`src/rtl/fifo_credit_vc_pkg.sv`:
```
// Shared types and helpers for the multi-channel credit FIFO.
// Typedefs follow the default build (4 channels of 8 entries).
package fifo_credit_vc_pkg;

    localparam int DEF_DEPTH  = 8;
    localparam int DEF_NUM_CH = 4;
    localparam int DEF_CH_W   = $clog2(DEF_NUM_CH);
    localparam int DEF_CNT_W  = $clog2(DEF_DEPTH) + 1;

    typedef logic [DEF_CH_W-1:0]  ch_t;
    typedef logic [DEF_CNT_W-1:0] cnt_t;

    // Channel index reached by stepping 'off' positions past 'last', wrapping at n.
    function automatic int rr_next(input int last, input int off, input int n);
        return (last + off) % n;
    endfunction

endpackage

```
`src/rtl/fifo_credit_vc_arb.sv`:
```
// Combinational round-robin arbiter: picks the first requester after last_grant.
// Lock and last-grant state are held by the caller.
module rr_arbiter
    import fifo_credit_vc_pkg::*;
#(
    parameter int N = 4
) (
    input  logic [N-1:0]         req,
    input  logic [$clog2(N)-1:0] last_grant,
    output logic [$clog2(N)-1:0] gnt_idx,
    output logic                 gnt_any
);

    localparam int W = $clog2(N);

    logic [W-1:0] w_idx;

    // Scan from the farthest candidate down so the nearest requester wins.
    always_comb begin
        gnt_idx = '0;
        gnt_any = 1'b0;
        w_idx   = '0;
        for (int i = N; i >= 1; i--) begin
            w_idx = W'(rr_next(int'(last_grant), i, N));
            if (req[w_idx]) begin
                gnt_idx = w_idx;
                gnt_any = 1'b1;
            end
        end
    end

endmodule

```
`src/rtl/fifo_credit_vc.sv`:
```
// Virtual-channel credit FIFO: NUM_CH queues sharing one storage array,
// per-channel credits, round-robin read arbitration with grant lock on stall.
module fifo_credit_vc
    import fifo_credit_vc_pkg::*;
#(
    parameter int DATA_WIDTH = 32,
    parameter int DEPTH      = 8,
    parameter int NUM_CH     = 4
) (
    input  logic                                     clk,
    input  logic                                     rst,
    input  logic                                     wr_valid,
    input  logic [$clog2(NUM_CH)-1:0]                wr_ch,
    input  logic [DATA_WIDTH-1:0]                    wr_data,
    output logic                                     wr_ready,
    output logic                                     rd_valid,
    output logic [$clog2(NUM_CH)-1:0]                rd_ch,
    output logic [DATA_WIDTH-1:0]                    rd_data,
    input  logic                                     rd_ready,
    output logic [NUM_CH*($clog2(DEPTH)+1)-1:0]      credit_count,
    output logic [NUM_CH-1:0]                        credit_return
);

    localparam int ADDR_W = $clog2(DEPTH);
    localparam int CH_W   = $clog2(NUM_CH);
    localparam int CNT_W  = ADDR_W + 1;

    logic [DATA_WIDTH-1:0] r_mem [NUM_CH*DEPTH];
    logic [ADDR_W-1:0]     r_wr_ptr [NUM_CH];
    logic [ADDR_W-1:0]     r_rd_ptr [NUM_CH];
    logic [CNT_W-1:0]      r_count  [NUM_CH];
    logic [CNT_W-1:0]      r_credit [NUM_CH];
    logic                  r_lock;
    logic [CH_W-1:0]       r_lock_ch;
    logic [CH_W-1:0]       r_last_grant;
    logic [NUM_CH-1:0]     r_credit_return;

    logic [NUM_CH-1:0]     w_req;
    logic [NUM_CH-1:0]     w_push;
    logic [NUM_CH-1:0]     w_pop;
    logic [CH_W-1:0]       w_gnt_idx;
    logic                  w_gnt_any;
    logic                  w_do_wr;
    logic                  w_do_rd;

    always_comb begin
        w_req        = '0;
        w_push       = '0;
        w_pop        = '0;
        credit_count = '0;
        for (int c = 0; c < NUM_CH; c++) begin
            w_req[c]                         = (r_count[c] != '0);
            w_push[c]                        = w_do_wr && (wr_ch == CH_W'(c));
            w_pop[c]                         = w_do_rd && (rd_ch == CH_W'(c));
            credit_count[c*CNT_W +: CNT_W]   = r_credit[c];
        end
    end

    rr_arbiter #(
        .N(NUM_CH)
    ) u_arb (
        .req        (w_req),
        .last_grant (r_last_grant),
        .gnt_idx    (w_gnt_idx),
        .gnt_any    (w_gnt_any)
    );

    // A stalled grant stays locked so the consumer sees a stable word.
    assign rd_valid      = r_lock | w_gnt_any;
    assign rd_ch         = r_lock ? r_lock_ch : w_gnt_idx;
    assign rd_data       = r_mem[{rd_ch, r_rd_ptr[rd_ch]}];
    assign wr_ready      = (r_credit[wr_ch] != '0);
    assign w_do_wr       = wr_valid & wr_ready;
    assign w_do_rd       = rd_valid & rd_ready;
    assign credit_return = r_credit_return;

    always_ff @(posedge clk) begin
        if (w_do_wr) begin
            r_mem[{wr_ch, r_wr_ptr[wr_ch]}] <= wr_data;
        end
    end

    always_ff @(posedge clk or posedge rst) begin
        if (rst) begin
            for (int c = 0; c < NUM_CH; c++) begin
                r_wr_ptr[c] <= '0;
                r_rd_ptr[c] <= '0;
                r_count[c]  <= '0;
                r_credit[c] <= CNT_W'(DEPTH);
            end
            r_lock          <= 1'b0;
            r_lock_ch       <= '0;
            r_last_grant    <= CH_W'(NUM_CH - 1);
            r_credit_return <= '0;
        end else begin
            for (int c = 0; c < NUM_CH; c++) begin
                if (w_push[c]) begin
                    r_wr_ptr[c] <= r_wr_ptr[c] + ADDR_W'(1);
                end
                if (w_pop[c]) begin
                    r_rd_ptr[c] <= r_rd_ptr[c] + ADDR_W'(1);
                end
                if (w_push[c] && !w_pop[c]) begin
                    r_count[c]  <= r_count[c] + CNT_W'(1);
                    r_credit[c] <= r_credit[c] - CNT_W'(1);
                end else if (w_pop[c] && !w_push[c]) begin
                    r_count[c]  <= r_count[c] - CNT_W'(1);
                    r_credit[c] <= r_credit[c] + CNT_W'(1);
                end
            end
            r_credit_return <= w_pop;
            if (w_do_rd) begin
                r_lock       <= 1'b0;
                r_last_grant <= rd_ch;
            end else if (rd_valid) begin
                r_lock    <= 1'b1;
                r_lock_ch <= rd_ch;
            end
        end
    end

    for (genvar c = 0; c < NUM_CH; c++) begin : g_inv
        a_credit_inv: assert property (@(posedge clk) disable iff (rst)
            ({1'b0, r_count[c]} + {1'b0, r_credit[c]}) == (CNT_W+1)'(DEPTH));
    end

endmodule

```
`config.mk`:
```
export PLATFORM = sky130hd
export DESIGN_NAME = fifo_credit_vc
export DESIGN_NICKNAME = d
export VERILOG_FILES = /design/src/rtl/fifo_credit_vc_pkg.sv /design/src/rtl/fifo_credit_vc_arb.sv /design/src/rtl/fifo_credit_vc.sv
export SDC_FILE = /design/constraint.sdc
export NUM_CORES = 2
export LEC_CHECK = 0
export ABC_AREA = 1
export CAP_MARGIN = 30
export CORE_ASPECT_RATIO = 0.9
export CORE_UTILIZATION = 44
export CTS_BUF_LIST = sky130_fd_sc_hd__clkbuf_2 sky130_fd_sc_hd__clkbuf_4 sky130_fd_sc_hd__clkbuf_8
export CTS_CLUSTER_DIAMETER = 100
export DETAILED_ROUTE_END_ITERATION = 8
export HOLD_SLACK_MARGIN = 0.03
export PLACE_DENSITY = 0.7
export SYNTH_ARGS = -nofsm -noshare
export SYNTH_HDL_FRONTEND = slang
export SYNTH_SLANG_ARGS = --single-unit
```
`constraint.sdc`:
```
create_clock -name clk -period 11.1 [get_ports clk]
set_clock_uncertainty 0.2 [all_clocks]
set_input_delay 3.33 -clock clk [delete_from_list [all_inputs] [get_ports clk]]
set_output_delay 3.33 -clock clk [all_outputs]
set_load 0.05 [all_outputs]
```
After elaboration in Yosys (flattened, before gate mapping):

Memory sizes are Yosys's and may differ from the RTL's.
Index checks and enable logic that the tools add are counted.

* bitwise gates (word level): 6
* $add $sub $neg: 28
* $lt $le $gt $ge: 6
* reduce and logical (&&, ||, !) cells: 37
* multiplexer cells: 46
* equality and inequality tests: 6

Operators by type and width (number)
* 4-bit 2-to-1 mux: 18
* 4-bit by 1-bit adder with 4-bit output, second input constant: 8
* 4-bit by 1-bit subtractor with 4-bit output, second input constant: 8
* 3-bit by 1-bit adder with 3-bit output, second input constant: 8
* 4-bit nonzero test: 5
* 1-bit logical AND: 16
* 3-bit binary-select mux with 2-bit select: 2
* 2-bit by 3-bit less-than comparator with 1-bit output, second input constant: 4
* 1-bit 2-to-1 mux: 12
* 3-bit 2-to-1 mux: 4
* 2-bit 2-to-1 mux: 5
* 2-bit nonzero test: 5
* 1-bit binary-select mux with 2-bit select: 4
* 4-bit binary-select mux with 2-bit select: 1
* 2-bit == test, second input constant: 4
* 1-bit zero test: 8
* 3-bit >= comparator, second input constant: 2
* 2-bit NOT with 3-bit output: 2
* 2-bit by 1-bit adder with 2-bit output, second input constant: 2
* 2-bit adder, second input constant: 2
* 2-bit by 1-bit == test with 1-bit output, second input constant: 2
* 2-bit zero test: 2
* 1-bit bitwise AND: 2
* 2-bit AND reduction: 1
* other kinds (2): 2

* bits in registers: 65
* logic and storage cells: 150
* input port bits: 38
* memories kept: 1
* RAM bits: 1024
* output and inout port bits: 56

Memories
* r_mem: depth 32, width 32, read ports 1, clocked after memory_dff 0, wr ports 1, line fifo_credit_vc.sv:28 `logic [DATA_WIDTH-1:0] r_mem [NUM_CH*DEPTH];`

Longest topological paths before layout:

* depth after elaboration: 13
* gate-level depth with buffers: 24
* depth with buffers taken out: 23

Hierarchy:

A second synthesis with hierarchy kept.

* cells, all modules: 4613
* area, all modules: 48972.0 um^2

By module, submodules not included
* fifo_credit_vc: instances 1, cells each 4564, area each 48745.5 um^2, sequential area each 32383.6 um^2
* rr_arbiter: instances 1, cells each 49, area each 226.5 um^2, sequential area each 0.0 um^2

Worst setup path before layout:

Ideal clock, no wire load.

* path type: in2out
* start: input port wr_ch[0]
* end: output port wr_ready
* cell stages on the path: 5
* path buffers: 0
* setup slack: 3473 ps
* arrival time: 4097 ps
* data required time: 7570 ps
* cell sequence: inv_1 nand2_1 inv_1 o41ai_1 nand4_1

* cells in the longest elaborated chain, start to end: 5

Ends and longest elaborated chain
* start: declaration: line fifo_credit_vc.sv:13 `input logic [$clog2(NUM_CH)-1:0] wr_ch,`
* 2-bit NOT with 3-bit output (not written as such): line fifo_credit_vc.sv:72 `assign wr_ready = (r_credit[wr_ch] != '0);`
* 4-bit binary-select mux with 2-bit select: line fifo_credit_vc.sv:72
* 4-bit 2-to-1 mux (not written as such) (2 in series): line fifo_credit_vc.sv:72
* 4-bit nonzero test: line fifo_credit_vc.sv:72
* end: declaration: line fifo_credit_vc.sv:15 `output logic wr_ready,`

No other way between the ends. The select of a mux whose other input is x is not followed.

Worst setup path in the final report:

* start: register r_last_grant[0]
* end: output port rd_data[17]

* cells in the longest elaborated chain, start to end: 13
* elaborated cells on any way between the ends: 22
* classes of those cells: add/sub: 4; mux: 16; bitwise: 1; memory: 1

Ends and longest elaborated chain
* start: declaration: line fifo_credit_vc.sv:35 `logic [CH_W-1:0] r_last_grant;`
* start signal: assignment: line fifo_credit_vc.sv:93 `r_last_grant <= CH_W'(NUM_CH - 1);`
* start signal: assignment: line fifo_credit_vc.sv:114 `r_last_grant <= rd_ch;`
* 2-bit by 1-bit adder with 2-bit output: line fifo_credit_vc_pkg.sv:15 `return (last + off) % n;`
* 1-bit binary-select mux with 2-bit select: line fifo_credit_vc_arb.sv:25 `if (req[w_idx]) begin`
* 1-bit 2-to-1 mux (not written as such): line fifo_credit_vc_arb.sv:25
* 2-bit 2-to-1 mux (3 in series): line fifo_credit_vc_arb.sv:25
* 2-bit 2-to-1 mux (*): line fifo_credit_vc_arb.sv:25
* 2-bit 2-to-1 mux (*): line fifo_credit_vc.sv:70 `assign rd_ch = r_lock ? r_lock_ch : w_gnt_idx;`
* 2-bit NOT with 3-bit output (not written as such): line fifo_credit_vc.sv:71 `assign rd_data = r_mem[{rd_ch, r_rd_ptr[rd_ch]}];`
* 3-bit binary-select mux with 2-bit select: line fifo_credit_vc.sv:71
* 3-bit 2-to-1 mux (not written as such) (2 in series): line fifo_credit_vc.sv:71
* memory read 32 x 32 bit (*)
* end: declaration: line fifo_credit_vc.sv:18 `output logic [DATA_WIDTH-1:0] rd_data,`

Mark *: on every way between the ends. The rest lies on a longest branch, timed or not. The select of a mux whose other input is x is not followed.

==> impl_results.rst <==
.. list-table::
   :header-rows: 1

   * - Metric
     - Value
   * - Floorplan Core Area
     - 0.108 mm²
   * - Data required time at the worst endpoint
     - 7.57 ns
   * - Worst Reg-to-Reg Cells
     - 21
   * - Final setup fails
     - 0
   * - Number of cells after detailed placement
     - 5821
   * - Drt initial violations
     - 4519
   * - Number of search-and-repair iterations in the first detailed-routing pass
     - 7
   * - M2 GR Usage
     - 36.8%
   * - Post-route setup TNS
     - 0 ns
   * - Effective utilization at floorplan
     - 44.7%
   * - Max Cap Violations
     - 0
   * - Final min period
     - 10.08 ns
   * - Pin count of the biggest net entering global routing
     - 202
   * - Standard-cell row count
     - 114
   * - R2R Path End
     - r_count[3]
   * - Worst setup path start
     - r_last_grant[0]
   * - Wire length of the first global-routing pass
     - 198 mm
   * - Top-Level Pins
     - 94
   * - Sinks on the clock net
     - 1089
   * - Setup repair after global routing missed its margin
     - no
   * - Total via count after detailed routing
     - 33666
   * - Arrival @ worst endpoint
     - 6.55 ns
   * - Setup CP Type
     - reg -> out
   * - Fraction of registers with async set/reset
     - 5.97%
   * - Most utilized layer in the global route result
     - met2
   * - Top-count cell post-synth
     - nand2_1
   * - Clock Tree Root
     - clkbuf_8
   * - Final wirelength
     - 134 mm
   * - Adder-Cell Fraction of Synth Area
     - 1.06%
   * - Vias in the first global route
     - 32095
   * - Net total in the final layout
     - 4624
   * - Critical Path Fanout Max
     - 130
   * - Period utilization
     - 90.8%
   * - Cells after Synth
     - 4471
   * - Post-route DRC violation count
     - 0
   * - Pin slew with the least headroom to its limit
     - 1.08 ns
   * - Worst hold path stage count
     - 1
   * - Share of synthesized area spent on multiplexers
     - 0.0466%
   * - Clock latency of the later-clocked register in the worst-skew pair
     - 0.83 ns
   * - Average wire per standard cell
     - 21.8 µm
   * - DIE AREA
     - 0.111 mm²
   * - Synthesized-area fraction occupied by xor and xnor cells
     - 0.743%
   * - H-tree Lvls
     - 4
   * - DP HPWL
     - 66.1 mm
   * - Worst-path clk slew
     - 0.06 ns
   * - Fraction of final layout cells sized beyond drive strength 1
     - 9.02%
   * - Cell area after technology mapping
     - 0.0483 mm²
   * - Crit Reg-Reg Startpoint
     - r_last_grant[0]
   * - Area fraction in compound gates after synthesis
     - 0.541%
   * - Sequential cell area fraction in the yosys report
     - 67.0%
   * - Total of buffers placed on input and output ports
     - 93
   * - Area added between synthesis and finish
     - 12.7%
   * - GR Overflow Total
     - 0
   * - Drt via density
     - 5.49
   * - Main combinational cell family by area after synthesis
     - simple AND/OR/NAND/NOR gates
   * - Number of resized instances in the post-cts repair step
     - 0
   * - Mapped Nets
     - 4545
   * - Worst min path class
     - reg -> reg
   * - Maximum frequency from static timing analysis
     - 0.0992 GHz
   * - Count of distinct cell types in the synthesized netlist
     - 34
   * - Number of post-CTS setup repair buffers
     - 0
   * - Met3 global-route usage
     - 4.48%
   * - Final estimated routing congestion in global placement
     - 0.823
   * - Instance area after placement
     - 0.0509 mm²
   * - Number of enable flip-flop cells after synthesis
     - 1024
   * - Met1 layer usage reported by global route
     - 33.6%
   * - Top cells by instance count after synthesis
     - nand2_1, nand3_1, edfxtp_1
   * - Endpoint type of the worst setup path
     - output pin
   * - Capture endpoint of the worst hold path
     - r_count[7]
   * - Layout Cell Area excl Fill
     - 0.0545 mm²
   * - Number of synthesized register bits
     - 1089
   * - Slew headroom
     - 27.4%
   * - Synth warnings
     - 0
   * - Mean cell area of the mapped netlist
     - 10.8 µm²
   * - Total routing usage reported by global routing
     - 23.9%
   * - CTS Hold Bufs
     - 0
   * - Antenna violations before repair
     - 14
   * - Residual antenna-violating net count after detailed routing
     - 0
   * - Die H
     - 316 µm
   * - FF-to-FF setup slack
     - 5.84 ns
   * - TritonCTS clock tree
     - built
   * - Most common flop cell mapped by yosys
     - edfxtp_1
   * - Area share of and/or/nand/nor cells after synthesis
     - 23.4%
   * - Run status
     - finished clean
   * - Final Hold Viols
     - 0
   * - Most area-consuming cells after synthesis
     - edfxtp_1, nand3_1, nand2_1, inv_1, nand3b_1
   * - Element type at the critical path start
     - flop
   * - Non-Filler Instances
     - 6128
   * - Area fraction of the dominant cell type after synthesis
     - 63.6%
   * - Hold path startpoint
     - r_count[7]
   * - Final Slew Violations
     - 0
   * - CTS Buf Count
     - 164
   * - Cell type with the largest total area after synthesis
     - edfxtp_1
   * - Longest Clk Path Bufs
     - 3
   * - Die width
     - 351 µm
-- cell type report --
type | instances | area, µm²
Fill cell | 9349 | 53700
Sequential cell | 1089 | 32400
Multi-Input combinational cell | 2546 | 12700
Clock buffer | 219 | 2680
Timing Repair Buffer | 186 | 2210
Inverter | 563 | 2120
Tap cell | 1450 | 1810
Clock inverter | 64 | 485
Antenna cell | 11 | 27.5
-- cell usage in the layout, fill, tap and decap left out, types with 6 or more instances in the layout --
| master | count |
|---|---|
| clkinvlp_4 | 7 |
| buf_16 | 14 |
| xnor2_1 | 22 |
| nand3_1 | 1050 |
| xor2_1 | 19 |
| nor2_1 | 42 |
| fa_1 | 8 |
| nand3b_1 | 225 |
| clkbuf_8 | 166 |
| nor2_4 | 34 |
| inv_2 | 7 |
| clkdlybuf4s50_1 | 80 |
| clkinv_2 | 18 |
| dfrtp_1 | 59 |
| buf_8 | 6 |
| ha_1 | 28 |
| dfstp_2 | 6 |
| buf_4 | 64 |
| nand2_1 | 1061 |
| clkinv_1 | 26 |
| diode_2 | 11 |
| clkbuf_4 | 53 |
| buf_12 | 20 |
| inv_1 | 555 |
| edfxtp_1 | 1024 |
| o21ai_0 | 19 |
| a21oi_1 | 7 |
-- logic make-up (layout without fill, tap and decap cells) --
kind of cell / after synthesis / in the layout
and+or+nand+nor: 2424 / 2424
muxes: 2 / 2
AOI/OAI and AO/OA: 43 / 43
adders and majority gates: 36 / 36
other: 0 / 11
DFF: 1089 / 1089
buffers and inverters: 836 / 1032
xor gates and xnor gates: 41 / 41
-- critical path: stages (launching register included) --
cell and delay, ns:
dfstp_2 0.59, xnor2_1 0.19, inv_1 0.13, nand3_1 0.12, nand2_1 0.09, inv_2 0.08
nand2_1 0.05, nand2_1 0.07, nand3_2 0.11, nand2_2 0.56, nand2_1 0.10, nand2_1 0.18
nand2_8 0.37, nand2_8 0.65, buf_12 0.54, nand2_1 0.12, nand2_1 0.11, nand2_1 0.06
nand3_1 0.08, nand3_1 0.09, nand2_1 0.09, nand2_1 0.08, nand2_1 0.21, clkdlybuf4s50_1 0.85
-- worst max path at each step --
stage               slack [ns]          end
floorplan                 3.47     wr_ready
global placement          2.18  rd_data[18]
detailed placement        2.05  rd_data[17]
CTS                       1.14  rd_data[17]
global route              0.79  rd_data[18]
finish                    1.02  rd_data[17]
-- registers in the layout (all words and copies together) (netlist names) --
signal,cells
r_rd_ptr,12
r_mem,1024
r_count,16
r_lock,1
credit_count,16
r_lock_ch,2
credit_return,4
r_wr_ptr,12
r_last_grant,2
-- metrics by stage --
| step | worst slack, ns | util (%) | hold WS (ns) |
|---|---|---|---|
| final | 1.02 | 50.4 | 0.272 |
| after global routing | 0.786 | 50.4 | 0.289 |
| after CTS | 1.14 | 50.0 | 0.272 |
| after detailed placement | 2.05 | 47.1 | 0.263 |
| after global placement | 2.18 | 46.9 | 0.255 |
| after floorplan | 3.47 | - | 0.243 |
-- routing by layer --
metal / vias up / wire length [µm]
met3: 272 / 14600
met1: 16268 / 54600
met2: 1793 / 60000
met5: - / 59
li1: 15323 / -
met4: 10 / 4220
Power is left out: the tool's default activity adds up to more than one toggle a clock period on the data nets, which glitch-free logic cannot reach.
